File: config.mk
export PLATFORM = sky130hd
export DESIGN_NAME = z16_led_uart_tx
export DESIGN_NICKNAME = d
export VERILOG_FILES = /design/src/rtl/z16_led_uart_tx.sv
export SDC_FILE = /design/constraint.sdc
export NUM_CORES = 1
export LEC_CHECK = 0
export CAP_MARGIN = 20
export CORE_ASPECT_RATIO = 1.2
export CORE_MARGIN = 3
export CORE_UTILIZATION = 40
export DETAILED_ROUTE_END_ITERATION = 10
export GPL_ROUTABILITY_DRIVEN = 0
export HOLD_SLACK_MARGIN = 0.1
export PLACE_DENSITY = 0.59
export RECOVER_POWER = 100
export REMOVE_ABC_BUFFERS = 1
export SLEW_MARGIN = 25
export SYNTH_ARGS = -nofsm -noshare
export SYNTH_HDL_FRONTEND = slang
export SYNTH_SLANG_ARGS = --single-unit
export TNS_END_PERCENT = 50
File: constraint.sdc
create_clock -name i_clk -period 3.15 [get_ports i_clk]
set_input_delay 0.4725 -clock i_clk [delete_from_list [all_inputs] [get_ports i_clk]]
set_output_delay 0.4725 -clock i_clk [all_outputs]
set_load 0.05 [all_outputs]
File: src/rtl/z16_led_uart_tx.sv
// LED-bus change observer: queues {2'b01, led} on every LED change and
// serialises the queued bytes as UART 8N1 frames on o_tx.
module z16_led_uart_tx #(
    parameter int unsigned CLK_DIV    = 4,
    parameter int unsigned FIFO_DEPTH = 4
) (
    input  logic                          i_clk,
    input  logic                          i_rst_n,
    input  logic [5:0]                    i_led,
    input  logic                          i_en,
    output logic                          o_tx,
    output logic                          o_busy,
    output logic                          o_overflow,
    output logic [$clog2(FIFO_DEPTH):0]   o_fifo_cnt
);

    localparam int unsigned PTR_W = $clog2(FIFO_DEPTH);
    localparam int unsigned CNT_W = PTR_W + 1;
    localparam int unsigned DIV_W = $clog2(CLK_DIV);

    typedef enum logic [1:0] {StIdle, StStart, StData, StStop} state_t;

    logic [5:0]       r_prev_led;
    logic [7:0]       r_mem [FIFO_DEPTH];
    logic [PTR_W-1:0] r_wr_ptr;
    logic [PTR_W-1:0] r_rd_ptr;
    logic [CNT_W-1:0] r_cnt;
    logic [CNT_W-1:0] w_cnt_nxt;
    logic             r_overflow;

    state_t           r_state;
    state_t           w_state_nxt;
    logic [DIV_W-1:0] r_baud;
    logic [DIV_W-1:0] w_baud_nxt;
    logic [2:0]       r_bit_idx;
    logic [2:0]       w_bit_idx_nxt;
    logic [7:0]       r_shift;
    logic [7:0]       w_shift_nxt;
    logic             r_tx;
    logic             w_tx_nxt;

    logic             w_change;
    logic             w_req;
    logic             w_full;
    logic             w_push;
    logic             w_pop;
    logic [7:0]       w_byte;

    assign w_change = (i_led != r_prev_led);
    assign w_req    = w_change && i_en;
    assign w_full   = (r_cnt == CNT_W'(FIFO_DEPTH));
    // A pop on the same edge frees a slot, so a full FIFO still accepts the push.
    assign w_push   = w_req && (!w_full || w_pop);
    assign w_byte   = {2'b01, i_led};

    always_comb begin
        w_cnt_nxt = r_cnt;
        case ({w_push, w_pop})
            2'b10:   w_cnt_nxt = r_cnt + CNT_W'(1);
            2'b01:   w_cnt_nxt = r_cnt - CNT_W'(1);
            default: w_cnt_nxt = r_cnt;
        endcase
    end

    always_ff @(posedge i_clk or negedge i_rst_n) begin
        if (!i_rst_n) begin
            r_prev_led <= 6'h00;
            r_wr_ptr   <= '0;
            r_rd_ptr   <= '0;
            r_cnt      <= '0;
            r_overflow <= 1'b0;
        end else begin
            r_prev_led <= i_led;
            r_cnt      <= w_cnt_nxt;
            if (w_push) r_wr_ptr <= r_wr_ptr + PTR_W'(1);
            if (w_pop)  r_rd_ptr <= r_rd_ptr + PTR_W'(1);
            if (w_req && w_full && !w_pop) r_overflow <= 1'b1;
        end
    end

    always_ff @(posedge i_clk) begin
        if (w_push) r_mem[r_wr_ptr] <= w_byte;
    end

    always_comb begin
        w_state_nxt   = r_state;
        w_baud_nxt    = r_baud;
        w_bit_idx_nxt = r_bit_idx;
        w_shift_nxt   = r_shift;
        w_tx_nxt      = r_tx;
        w_pop         = 1'b0;
        unique case (r_state)
            StIdle: begin
                w_tx_nxt = 1'b1;
                if (r_cnt != '0) begin
                    w_pop       = 1'b1;
                    w_shift_nxt = r_mem[r_rd_ptr];
                    w_baud_nxt  = DIV_W'(CLK_DIV - 1);
                    w_tx_nxt    = 1'b0;
                    w_state_nxt = StStart;
                end
            end
            StStart: begin
                if (r_baud == '0) begin
                    w_state_nxt   = StData;
                    w_bit_idx_nxt = 3'd0;
                    w_baud_nxt    = DIV_W'(CLK_DIV - 1);
                    w_tx_nxt      = r_shift[0];
                end else begin
                    w_baud_nxt = r_baud - DIV_W'(1);
                end
            end
            StData: begin
                if (r_baud == '0) begin
                    w_baud_nxt = DIV_W'(CLK_DIV - 1);
                    if (r_bit_idx == 3'd7) begin
                        w_state_nxt = StStop;
                        w_tx_nxt    = 1'b1;
                    end else begin
                        w_bit_idx_nxt = r_bit_idx + 3'd1;
                        w_shift_nxt   = {1'b0, r_shift[7:1]};
                        w_tx_nxt      = r_shift[1];
                    end
                end else begin
                    w_baud_nxt = r_baud - DIV_W'(1);
                end
            end
            StStop: begin
                if (r_baud == '0) begin
                    w_state_nxt   = StIdle;
                    w_bit_idx_nxt = 3'd0;
                end else begin
                    w_baud_nxt = r_baud - DIV_W'(1);
                end
            end
            default: w_state_nxt = StIdle;
        endcase
    end

    always_ff @(posedge i_clk or negedge i_rst_n) begin
        if (!i_rst_n) begin
            r_state   <= StIdle;
            r_baud    <= '0;
            r_bit_idx <= 3'd0;
            r_shift   <= 8'h00;
            r_tx      <= 1'b1;
        end else begin
            r_state   <= w_state_nxt;
            r_baud    <= w_baud_nxt;
            r_bit_idx <= w_bit_idx_nxt;
            r_shift   <= w_shift_nxt;
            r_tx      <= w_tx_nxt;
        end
    end

    assign o_tx       = r_tx;
    assign o_busy     = (r_state != StIdle) || (r_cnt != '0);
    assign o_overflow = r_overflow;
    assign o_fifo_cnt = r_cnt;

endmodule

==> impl_metrics.toml <==
[cts]
clk_pin_slew_ns = 0.10
cts_setup_buffers = 0
ctsRootBufferMaster = "clkbuf_8"
cts_tree = "yes"
cts_sinks = 53
ctsHoldBuffers = 0
htree_levels = 2
clock_path_buffers = 2
clock_latency_ns = 0.30
cts-buffers-inserted = 5
postCtsResizedCells = 0

[detailed_routing]
routed_wl_microns = 4350
drt_first_pass_iters = 4
post-route-drc-count = 0
drt_iter0_markers = 59
avgRoutedWirePerCell_microns = 14.6
ant_nets = 0
routed_via_density = 4.98
num_vias = 1490

[setup_path]
crit_fanout = 5
required_ns = 2.68
crit_arrival_ns = 2.39
cp-end-kind = "output pin"
critPathKind = "reg2out"
cp-start-kind = "flop"

[synthesis]
netlist_instances = 199
yosysSeqAreaShare_pct = 56.8
synth_ff_type = "dfrtp_1"
async_reset_ff_share_pct = 54.7
synth_area_leader_cell = "edfxtp_1"
yosys-top-cells-area = "edfxtp_1 (28%), dfrtp_1 (27%), ha_1 (5.4%)"
yosysUniqueCellTypes = 41
synth_top_area_share_pct = 28.3
ys_ff_latch = 53
yosysMostFrequentCell = "dfrtp_1"
synth_edf_count = 24
ys.warnings.count = 0
syn_area_sq_um = 2550
synth_commonest_cells = "dfrtp_1 (28), edfxtp_1 (24), nor2_1 (23)"
avgSynthCellArea_sq_um = 12.8

[pwr]
peakVddDrop_mv = 0.401
total_power_mw = 2.85
p_seq_share_pct = 40.6
power_density_nw_per_um2 = 993
p_int_mw = 1.75
p_leak_nw = 1.16
clkPwrFrac_pct = 16.2
power.switching_mw = 1.10
switching_share_pct = 38.6
combPwrFrac_pct = 43.1

[timing]
worst_pin_slew_ns = 1.69
relSlewSlack_pct = -13.0
clock_skew_ns = 0.00860
fmax_mhz = 349
setup_viol = 0
setup_tns_ns = 0
rsz0062_at_grt = "false"
layout_min_cycle_time_ns = 2.86
period_share_pct = 90.9
final_max_slew_viol_count = 30
final_hold_viol_count = 0

[global_routing]
grt_pass1_wl_microns = 7450
antenna_found_initial = 0
grt_max_degree = 30
grt_pass1_vias = 1511
overflow = 0
grt.total_usage_pct = 13.1

[outcome]
violations = "max-capacitance violations, max-slew violations"
outcome = "complete, but fails checks"

[place]
io_buffers = 14
place_area_sq_um = 2790
place_hpwl_microns = 3020
dpl.cell_count = 291

[layout]
syn_to_final_growth_pct = 12.6
drive_gt1_share_pct = 10.6
fillers = 568
antennaDiodeCount = 0
fin_cells = 299
seq_area_sq_um = 1450
multi_input_area_sq_um = 996
fin_nets = 237
final_area_sq_um = 2870

[hold_path]
hp-class = "reg2reg"

[floorplan]
rows = 31
initial_utilization_pct = 41.9
die_y_microns = 93.4
die-area_sq_um = 7370
ios = 15
die_w_microns = 78.9
core_sq_um = 6090

[run]
cap_viol_max_count = 1
## cells by family (layout without fill, tap and decap cells)
group,count (synthesis),count (layout),synth area share (%)
compound gates,34,34,9.38
xor+xnor,11,11,3.78
fa+ha+maj,12,12,6.19
buf+inv,22,40,3.73
flops,53,53,56.8
mux,19,19,10.8
simple gates,48,48,9.38
## critical path: stages (launching register included)
cell and delay, ns:
dfrtp_1 0.41, inv_1 0.11, ha_1 0.25, nor4b_2 0.42, inv_1 0.12, dlygate4sd3_1 0.78
## path summary, 6_finish.rpt
path                                      end       start  slack, ns  cells past startpoint
worst max-delay path                   o_busy  r_state[0]       0.29                      5
worst min-delay path               o_overflow  o_overflow       0.51                      1
worst max register to register  o_fifo_cnt[1]  r_state[0]       0.37                     12
worst min register to register     o_overflow  o_overflow       0.51                      1
max in group asynchronous       r_prev_led[1]     i_rst_n       1.03                      2
min in group asynchronous         r_rd_ptr[1]     i_rst_n       1.14                      2
## final cells by class
type                            count  share of cell area [%]
Timing Repair Buffer               21                    5.93
Clock inverter                      3                    1.53
Clock buffer                        5                    2.40
Multi-Input combinational cell    124                    34.7
Inverter                           11                    1.44
Sequential cell                    53                    50.4
Tap cell                           82                    3.57
## registers in the layout, indices dropped and copies added (netlist names), 3 cells and up
signal      count
r_bit_idx       3
r_prev_led      6
r_shift         7
o_fifo_cnt      3
r_mem          24
## placed cells by master, fill, tap and decap left out, types with 2 or more instances in the layout
master and n:
xor2_1 8, clkbuf_1 6, inv_1 11, nand2_1 10, and2_1 2, o21ai_0 7, edfxtp_1 24, ha_1 11
a21oi_1 10, mux2_2 3, mux4_2 6, dlygate4sd3_1 13, a22o_1 6, nor2_1 23, nor2b_1 2, mux2i_1 9
xnor2_1 3, clkbuf_8 5, dfrtp_1 28, and3_1 5
## through the flow
stage | setup WS [ns] | util (%) | hold WS (ns)
CTS | 0.308 | 47.7 | 0.513
global placement | 0.231 | 45.8 | 0.465
detailed placement | 0.150 | 45.8 | 0.489
finish | 0.286 | 47.1 | 0.506
floorplan | 0.719 | - | 0.177
global route | 0.121 | 47.1 | 0.538
## layer usage
| metal | track usage [%] | vias to the layer above | part of all wire, % |
|---|---|---|---|
| met3 | 3.28 | 6 | 2.9 |
| met5 | 0 | - | 0 |
| met2 | 21.3 | 20 | 50 |
| met1 | 16.8 | 725 | 45 |
| met4 | 4.73 | 0 | 1.4 |
| li1 | - | 739 | - |
## power by group through the flow
stage               Combinational, mW  Sequential, mW  Clock [mW]
finish                           1.23            1.16       0.463
CTS                              1.29            1.17       0.481
detailed placement               1.29            1.18           0
floorplan                       0.876            1.24           0
global placement                 1.26            1.18           0
global route                     1.38            1.20       0.514
No activity file was read; power rests on OpenSTA's default activity.
